[config.mk]
export PLATFORM = sky130hd
export DESIGN_NAME = lm35_link_tx_flat
export DESIGN_NICKNAME = d
export VERILOG_FILES = /design/src/rtl/lm35_link_tx_if.sv /design/src/rtl/lm35_link_tx.sv /design/src/flat_wrapper.sv
export SDC_FILE = /design/constraint.sdc
export NUM_CORES = 1
export LEC_CHECK = 0
export ABC_CLOCK_PERIOD_IN_PS = 3290
export CORE_MARGIN = 10
export CORE_UTILIZATION = 25
export DETAILED_ROUTE_END_ITERATION = 12
export GPL_ROUTABILITY_DRIVEN = 0
export GPL_TIMING_DRIVEN = 1
export PLACE_DENSITY = 0.43
export SLEW_MARGIN = 20
export SYNTH_ARGS = -nofsm -noshare
export SYNTH_HDL_FRONTEND = slang
export SYNTH_SLANG_ARGS = --single-unit
export TNS_END_PERCENT = 1
[constraint.sdc]
create_clock -name clk -period 3.29 [get_ports clk]
set_input_delay 0.658 -clock clk [delete_from_list [all_inputs] [get_ports clk]]
set_output_delay 0.658 -clock clk [all_outputs]
set_load 0.05 [all_outputs]
[src/rtl/lm35_link_tx_if.sv]
// Handshake bus between the LM35 sample transmitter and its 3-bit chunk receiver.
interface lm35_link_tx_if;
    logic       start;
    logic [9:0] din;
    logic       back;
    logic [2:0] db;
    logic       ack;
    logic       busy;
    logic       done;
    logic       err;

    modport master (
        input  start, din, back,
        output db, ack, busy, done, err
    );

    modport slave (
        output start, din, back,
        input  db, ack, busy, done, err
    );
endinterface

[src/rtl/lm35_link_tx.sv]
// Sends a clamped 10-bit temperature sample as four 3-bit chunks over a
// four-phase ack/back handshake, with a per-phase timeout abort.
module lm35_link_tx #(
    parameter int unsigned SETUP_CNT   = 16,
    parameter int unsigned TIMEOUT_CNT = 1000000
) (
    input  logic               clk,
    input  logic               rst_n,
    lm35_link_tx_if.master     bus
);

    localparam int unsigned CNT_W   = 24;
    localparam int unsigned WORD_W  = 12;
    localparam logic [CNT_W-1:0] SETUP_LAST   = CNT_W'(SETUP_CNT - 1);
    localparam logic [CNT_W-1:0] TIMEOUT_LAST = CNT_W'(TIMEOUT_CNT - 1);
    localparam logic [9:0]       MAX_VAL      = 10'd999;

    typedef enum logic [1:0] {
        IDLE    = 2'd0,
        SETUP   = 2'd1,
        STROBE  = 2'd2,
        RELEASE = 2'd3
    } state_t;

    state_t             r_state, w_state_nxt;
    logic [CNT_W-1:0]   r_cnt, w_cnt_nxt;
    logic [1:0]         r_k, w_k_nxt;
    logic [WORD_W-1:0]  r_word, w_word_nxt;
    logic               r_back_meta, r_back_sync;
    logic [2:0]         r_db, w_db_nxt;
    logic               r_ack, r_busy, r_done, r_err;
    logic               w_done_nxt, w_err_nxt;
    logic [9:0]         w_clamped;

    function automatic logic [2:0] chunk_of(input logic [WORD_W-1:0] w, input logic [1:0] k);
        case (k)
            2'd0:    chunk_of = w[11:9];
            2'd1:    chunk_of = w[8:6];
            2'd2:    chunk_of = w[5:3];
            default: chunk_of = w[2:0];
        endcase
    endfunction

    assign w_clamped = (bus.din > MAX_VAL) ? MAX_VAL : bus.din;

    // back comes from another clock domain
    always_ff @(posedge clk or negedge rst_n) begin
        if (!rst_n) begin
            r_back_meta <= 1'b0;
            r_back_sync <= 1'b0;
        end else begin
            r_back_meta <= bus.back;
            r_back_sync <= r_back_meta;
        end
    end

    always_ff @(posedge clk or negedge rst_n) begin
        if (!rst_n) begin
            r_state <= IDLE;
            r_cnt   <= '0;
            r_k     <= '0;
            r_word  <= '0;
        end else begin
            r_state <= w_state_nxt;
            r_cnt   <= w_cnt_nxt;
            r_k     <= w_k_nxt;
            r_word  <= w_word_nxt;
        end
    end

    always_comb begin
        w_state_nxt = r_state;
        w_cnt_nxt   = r_cnt;
        w_k_nxt     = r_k;
        w_word_nxt  = r_word;
        w_done_nxt  = 1'b0;
        w_err_nxt   = 1'b0;
        case (r_state)
            IDLE: begin
                if (bus.start) begin
                    w_state_nxt = SETUP;
                    w_word_nxt  = {2'b00, w_clamped};
                    w_k_nxt     = 2'd0;
                    w_cnt_nxt   = '0;
                end
            end
            SETUP: begin
                if (r_cnt == SETUP_LAST) begin
                    w_state_nxt = STROBE;
                    w_cnt_nxt   = '0;
                end else begin
                    w_cnt_nxt = r_cnt + CNT_W'(1);
                end
            end
            STROBE: begin
                // exit condition is tested before the timeout so it wins a tie
                if (r_back_sync) begin
                    w_state_nxt = RELEASE;
                    w_cnt_nxt   = '0;
                end else if (r_cnt == TIMEOUT_LAST) begin
                    w_state_nxt = IDLE;
                    w_err_nxt   = 1'b1;
                    w_cnt_nxt   = '0;
                end else begin
                    w_cnt_nxt = r_cnt + CNT_W'(1);
                end
            end
            RELEASE: begin
                if (!r_back_sync) begin
                    w_cnt_nxt = '0;
                    if (r_k == 2'd3) begin
                        w_state_nxt = IDLE;
                        w_done_nxt  = 1'b1;
                    end else begin
                        w_state_nxt = SETUP;
                        w_k_nxt     = r_k + 2'd1;
                    end
                end else if (r_cnt == TIMEOUT_LAST) begin
                    w_state_nxt = IDLE;
                    w_err_nxt   = 1'b1;
                    w_cnt_nxt   = '0;
                end else begin
                    w_cnt_nxt = r_cnt + CNT_W'(1);
                end
            end
            default: w_state_nxt = IDLE;
        endcase
        w_db_nxt = (w_state_nxt == IDLE) ? 3'd0 : chunk_of(w_word_nxt, w_k_nxt);
    end

    // outputs registered from the next-state decode so they align with the state
    always_ff @(posedge clk or negedge rst_n) begin
        if (!rst_n) begin
            r_db   <= '0;
            r_ack  <= 1'b0;
            r_busy <= 1'b0;
            r_done <= 1'b0;
            r_err  <= 1'b0;
        end else begin
            r_db   <= w_db_nxt;
            r_ack  <= (w_state_nxt == STROBE);
            r_busy <= (w_state_nxt != IDLE);
            r_done <= w_done_nxt;
            r_err  <= w_err_nxt;
        end
    end

    assign bus.db   = r_db;
    assign bus.ack  = r_ack;
    assign bus.busy = r_busy;
    assign bus.done = r_done;
    assign bus.err  = r_err;

endmodule

[src/flat_wrapper.sv]
// flat-port wrapper written by rule: the top's interface ports become plain ports
module lm35_link_tx_flat 
#(
    parameter int unsigned SETUP_CNT   = 16,
    parameter int unsigned TIMEOUT_CNT = 1000000
)
  (clk, rst_n, bus_start, bus_din, bus_back, bus_db, bus_ack, bus_busy, bus_done, bus_err);
  lm35_link_tx_if bus_i ();
  input  logic clk;
  input  logic rst_n;
  input wire logic [$bits(bus_i.start)-1:0] bus_start;
  input wire logic [$bits(bus_i.din)-1:0] bus_din;
  input wire logic [$bits(bus_i.back)-1:0] bus_back;
  output wire logic [$bits(bus_i.db)-1:0] bus_db;
  output wire logic [$bits(bus_i.ack)-1:0] bus_ack;
  output wire logic [$bits(bus_i.busy)-1:0] bus_busy;
  output wire logic [$bits(bus_i.done)-1:0] bus_done;
  output wire logic [$bits(bus_i.err)-1:0] bus_err;
  assign bus_i.start = bus_start;
  assign bus_i.din = bus_din;
  assign bus_i.back = bus_back;
  assign bus_db = bus_i.db;
  assign bus_ack = bus_i.ack;
  assign bus_busy = bus_i.busy;
  assign bus_done = bus_i.done;
  assign bus_err = bus_i.err;
  lm35_link_tx #(.SETUP_CNT(SETUP_CNT), .TIMEOUT_CNT(TIMEOUT_CNT)) u_core (.clk(clk), .rst_n(rst_n), .bus(bus_i));
endmodule
==> flow_summary_export.csv, run 1 <==
group,metric,value,unit
timing,period_share,66.8,%
grt,grt_pass1_wl,13700,um
timing,setup_ws,1.09,ns
route,dr.pass1.iters,4,
layout,layout_common_cells,"nand2_1 (59), dfrtp_1 (49), nor2_1 (26), o211ai_1 (20), clkdlybuf4s50_1 (19)",
synthesis,async_reset_ff_share,100,%
cts,path_clk_slew,0.07,ns
timing,slew_headroom,49.9,%
layout,n_antenna_cell,0,
worst_setup_path,startpoint_type,"flop",
synthesis,synth_fp_nets,351,
floorplanning,core_region_area,11500,um2
synthesis,yosysTopAreaCell,"dfrtp_1",
layout,layoutNonFillerInstCount,485,
floorplanning,rows,39,
layout,multi_input_area,1530,um2
cts,cts_tree,"yes",
place,pre_cts_ws,0.869,ns
power,peakVddDrop,0.000220,V
floorplanning,die_area,16500,um2
layout,final.fill_count,1203,
worst_setup_path,required,3.51,ns
cts,cts_hold_buf,0,
synthesis,synth.top_cell.area_share,41.7,%
worst_setup_path,critical_path_arrival,2.42,ns
timing,slew_violations,0,
cts,clkSinkCount,49,
worst_setup_path,worstSetupPathType,"reg -> reg",
synthesis,postSynthCellCount,332,
cts,cts_buffers,5,
place,io_buffer_count,20,
timing,hold_viol,0,
cts,cts_max_level,2,
floorplanning,fp.dieW,128,um
power,p_total,0.00186,W
route,wl_per_cell,16.4,um
grt,grt_usage,10.1,%
power,p_per_area,551,nW/um2
layout,layout_commonest_cell,"nand2_1",
floorplanning,die_h,128,um
layout,layout.nets,360,
cts,cts_root_buf,"clkbuf_16",
run,cap_viol_max_count,0,
floorplanning,io_pins,21,
timing,clock.fmax,455,MHz
route,vias,2565,
floorplanning,start_util,25.6,%
power,p_leak,1.40,nW
timing,setup_viol,0,
synthesis,synth.top_cells.by_area,"dfrtp_1 (42%), nand2_1 (7.5%), o221ai_1 (5.4%)",
synthesis,yosysWarnings,0,
synthesis,ys_ff_latch,49,
cts,clk_latency,0.30,ns
grt,grt_max_degree,31,
timing,fin_crit,2.20,ns
cts,clockBufferDepth,2,
route,drt-total-wl,7940,um
worst_setup_path,worst_setup_path_end_kind,"flop",
worst_setup_path,cp_max_fo,13,
layout,regArea,1230,um2
grt,grt_overflow_total,0,
route,antenna_left,0,
timing,finClkSkew,0.0107,ns
grt,grt_pass1_vias,2680,
layout,drive_gt1_share,7.31,%
synthesis,synth.distinct_cells,50,
cts,postCtsSetupBuffers,0,
route,via_per_inst,5.29,
synthesis,seq_area_frac_synth,41.7,%
timing,fin_tns_setup,0,ns
place,dp_hpwl,5530,um
synthesis,synth_area,2940,um2
synthesis,synth_edf_count,0,
timing,worst_pin_slew,0.752,ns
route,drc,0,
synthesis,synth_area_per_cell,8.86,um2
grt,grt_antenna_before_repair,0,
timing,rsz0062_at_grt,"no",
hold_path,hold_class,"reg -> reg",
route,drtIter0Drc,184,
synthesis,synth_ff_type,"dfrtp_1",
place,dpl.cell_count,477,
status,status,"finished clean",
cts,postCtsResizedCells,0,
layout,synthToLayoutAreaGrowth,14.9,%
## metal layers
layer	share of wire, %	GRT usage (%)	up-vias	wire [um]
met2	49	16.9	38	3900
met1	47	12.5	1284	3700
li1	-	-	1237	-
met5	0	0	-	0
met4	1.1	3.11	0	91
met3	3.0	2.63	6	242
## critical path: stages (launching register included)
cell and delay (ns):
dfrtp_1 0.49, and3_1 0.22, nand4_1 0.45, or2_0 0.42, or3_1 0.37, o211ai_1 0.17
## cell usage after synthesis, types with 6 or more instances
cell type  instances
nand2_1           59
dfrtp_1           49
nor2_1            26
o211ai_1          20
o221ai_1          18
inv_1             16
nand3_1           12
clkbuf_1          11
and2_1             9
a22oi_1            8
buf_2              8
nand4_1            8
nor4_1             8
nor3_1             7
o31a_1             6
## final cells by class
type	instances	area share, %
Multi-Input combinational cell	244	45.4
Sequential cell	49	36.3
Timing Repair Buffer	25	6.89
Tap cell	143	5.30
Clock buffer	5	3.70
Inverter	16	1.78
Clock inverter	3	0.630
## through the flow
step | utilization (%) | cell area, um2 | hold slack (ns)
final | 29.5 | 3380 | 0.355
after global routing | 29.5 | 3380 | 0.367
after CTS | 29.5 | 3380 | 0.362
after detailed placement | 28.2 | 3230 | 0.346
after global placement | 28.2 | 3230 | 0.342
after floorplan | - | 2940 | 0.331
## kinds of logic (layout without fill, tap and decap cells)
family          after synthesis  in the layout  synth area share, %
compound gates               79             79                 22.1
xor+xnor                      1              1                0.298
fa+ha+maj                     5              5                 2.13
buf+inv                      39             49                 6.21
flops                        49             49                 41.7
mux                           3              3                 1.06
simple gates                156            156                 26.5
## registers in the layout, summed over array words and instances, names as in the netlist
register and count:
u_core.r_k 2, u_core.bus.busy 1, u_core.bus.ack 1, u_core.r_back_sync 1
u_core.bus.err 1, u_core.r_state 2, u_core.bus.db 3, u_core.bus.done 1
u_core.r_word 12, u_core.r_cnt 24, u_core.r_back_meta 1
## where the power goes
group | total [W] | internal, W | switching, W
registers | 0.000739 | 0.000691 | 0.0000479
logic | 0.000593 | 0.000189 | 0.000403
clock network | 0.000528 | 0.000284 | 0.000244
total | 0.00186 | 0.00116 | 0.000696
## final timing paths
check	depth (start not counted)	slack (ns)	start	endpoint
max	5	1.09	u_core.r_cnt[6]	u_core.r_cnt[17]
min	0	0.36	u_core.r_back_meta	u_core.r_back_sync
max reg2reg	5	1.09	u_core.r_cnt[6]	u_core.r_cnt[17]
min reg2reg	0	0.36	u_core.r_back_meta	u_core.r_back_sync
max in group asynchronous	2	2.23	rst_n	u_core.bus.db[1]
min in group asynchronous	1	0.41	rst_n	u_core.r_cnt[22]
Note: power is estimated with default switching activity, not from simulation.
==> run 2, diff against run 1 <==
--- a/config.mk
+++ b/config.mk
@@ -5,13 +5,13 @@
 export SDC_FILE = /design/constraint.sdc
 export NUM_CORES = 1
 export LEC_CHECK = 0
-export ABC_CLOCK_PERIOD_IN_PS = 3290
+export ABC_CLOCK_PERIOD_IN_PS = 2000
 export CORE_MARGIN = 10
 export CORE_UTILIZATION = 25
 export DETAILED_ROUTE_END_ITERATION = 12
 export GPL_ROUTABILITY_DRIVEN = 0
 export GPL_TIMING_DRIVEN = 1
-export PLACE_DENSITY = 0.43
+export PLACE_DENSITY = 0.44
 export SLEW_MARGIN = 20
 export SYNTH_ARGS = -nofsm -noshare
 export SYNTH_HDL_FRONTEND = slang
==> constraint.sdc (replaced) <==
create_clock -name clk -period 2 [get_ports clk]
set_input_delay 0.4 -clock clk [delete_from_list [all_inputs] [get_ports clk]]
set_output_delay 0.4 -clock clk [all_outputs]
set_load 0.05 [all_outputs]
==> run 2 against run 1 <==
Critical path depth up 1. Via count up 7.4%. Clock power is 83% higher. Hold slack worse by 0.31 ns. Clock-buffer cell count stayed put. Non-clock buffer count rose by 61. Cell area rose by 17%. Maximum frequency grew 16%. Sequential share of layout area decreased by 5.2 points. Critical path type unchanged.
==> flow_summary_export.csv, run 2 (synthesis gave the netlist of run 1 again) <==
group,metric,value,unit
grt,grt_pass1_vias,2809,
route,vias,2755,
floorplanning,rows,39,
timing,slew_violations,0,
cts,cts_tree,"yes",
status,status,"finished clean",
worst_setup_path,worstRegToRegCells,6,
grt,grt_usage,10.8,%
cts,clkSinkCount,49,
timing,fin_tns_setup,0,ns
floorplanning,core_region_area,11500,um2
layout,synthToLayoutAreaGrowth,34.3,%
cts,cts_max_level,2,
layout,layout_common_cells,"buf_4 (62), nand2_1 (59), dfrtp_1 (49), nor2_1 (26), o211ai_1 (20)",
timing,finClkSkew,0.00597,ns
floorplanning,die_area,16500,um2
place,dpl_cell_area,3720,um2
run,cap_viol_max_count,0,
timing,clock.fmax,526,MHz
grt,grt_pass1_wl,14400,um
floorplanning,start_util,25.6,%
grt,grt_max_degree,29,
timing,setup_viol,0,
power,p_per_area,879,nW/um2
timing,fin_crit,1.90,ns
route,antenna_left,0,
worst_setup_path,worst_setup_path_end_kind,"flop",
layout,layout.nets,421,
cts,cts_buffers,5,
route,via_per_inst,5.06,
cts,cts_hold_buf,0,
power,p_leak,1.73,nW
route,drt-total-wl,8580,um
timing,hold_viol,0,
layout,layout_commonest_cell,"buf_4",
timing,slew_headroom,66.1,%
layout,drive_gt1_share,23.9,%
cts,clockBufferDepth,2,
cts,path_clk_slew,0.07,ns
floorplanning,fp.dieW,128,um
layout,largest_reg_flops,24,
worst_setup_path,required,2.17,ns
grt,grt_antenna_before_repair,0,
worst_setup_path,worstSetupPathType,"reg -> reg",
timing,rsz0062_at_grt,"yes",
power,peakVddDrop,0.000379,V
floorplanning,io_pins,21,
route,wl_per_cell,15.7,um
place,io_buffer_count,20,
timing,worst_pin_slew,0.507,ns
cts,clk_latency,0.30,ns
worst_setup_path,critical_path_arrival,2.07,ns
floorplanning,die_h,128,um
hold_path,hold_class,"in -> async",
route,drtIter0Drc,144,
grt,grt_overflow_total,0,
route,dr.pass1.iters,4,
timing,timing.hold.ws,0.0449,ns
worst_setup_path,startpoint_type,"flop",
cts,cts_root_buf,"clkbuf_16",
place,dp_hpwl,6310,um
layout,n_antenna_cell,0,
timing,period_share,95.0,%
layout,finalInstanceArea,3950,um2
layout,regMostFlops,"u_core.r_cnt",
route,drc,0,
worst_setup_path,cp_max_fo,6,
run 2: cell types whose count changed in the layout (fill, tap and decap cells not counted), moves of 2 or more:
cell	before	now
buf_4	5	62
buf_12	0	3
ha_1	5	3
ha_2	0	2
o21a_1	5	3
o21a_2	0	2
o21ai_0	5	3
o21ai_1	0	2
run 2: path summary, 6_finish.rpt:
path                                    startpoint                  to  slack (ns)
worst max-delay path               u_core.r_cnt[1]    u_core.bus.db[0]         0.1
worst min-delay path                         rst_n    u_core.r_cnt[19]        0.04
worst max register to register     u_core.r_cnt[1]    u_core.bus.db[0]         0.1
worst min register to register  u_core.r_back_meta  u_core.r_back_sync        0.36
max in group asynchronous                    rst_n   u_core.r_word[11]        1.43
min in group clk                u_core.r_back_meta  u_core.r_back_sync        0.36
run 2: timing repair:
action	CTS	global route
setup buffers	0	1
setup endpoints to repair	6	29
pin swaps	0	8
endpoints found under the hold margin	0	0
resized for setup	1	15
run 2: critical path, stage by stage, from the launching register on:
cell and delay [ns]:
dfrtp_1 0.38, ha_2 0.20, and3_4 0.21, nand4_1 0.12
or2_4 0.31, a221oi_4 0.41, a22oi_1 0.14
run 2: area by class of cell:
class,instances,area [um2]
flip-flops and latches,49,1230
well taps,143,179
repair buffers,86,732
inverters,16,60.1
fillers,1147,7520
multi-input cells,244,1590
clock inverters,2,35.0
clock buffers,5,125
run 2: where the power goes:
part | leakage, nW | switching (W) | internal (W)
Sequential | 0.651 | 0.0000621 | 0.00114
Combinational | 1.00 | 0.000752 | 0.000552
Clock | 0.0797 | 0.000385 | 0.000582
run 2: through the flow:
step,cells,util (%),setup WS [ns],total power (W)
CTS,544,33.9,-0.0291,0.00349
detailed placement,537,32.5,-0.0737,0.00249
global placement,537,32.5,-0.0736,0.00249
global route,545,34.4,-0.0480,0.00370
floorplan,332,-,0.0229,0.00193
finish,545,34.4,0.0991,0.00347
run 2: per-layer routing:
| layer | share of wire [%] | wire length (um) | vias to the layer above | GRT usage (%) |
|---|---|---|---|---|
| met4 | 1.7 | 144 | 0 | 3.91 |
| li1 | - | - | 1355 | - |
| met2 | 50 | 4260 | 36 | 18.0 |
| met1 | 46 | 3950 | 1355 | 13.4 |
| met3 | 2.6 | 221 | 9 | 2.22 |
| met5 | 0 | 0 | - | 0 |
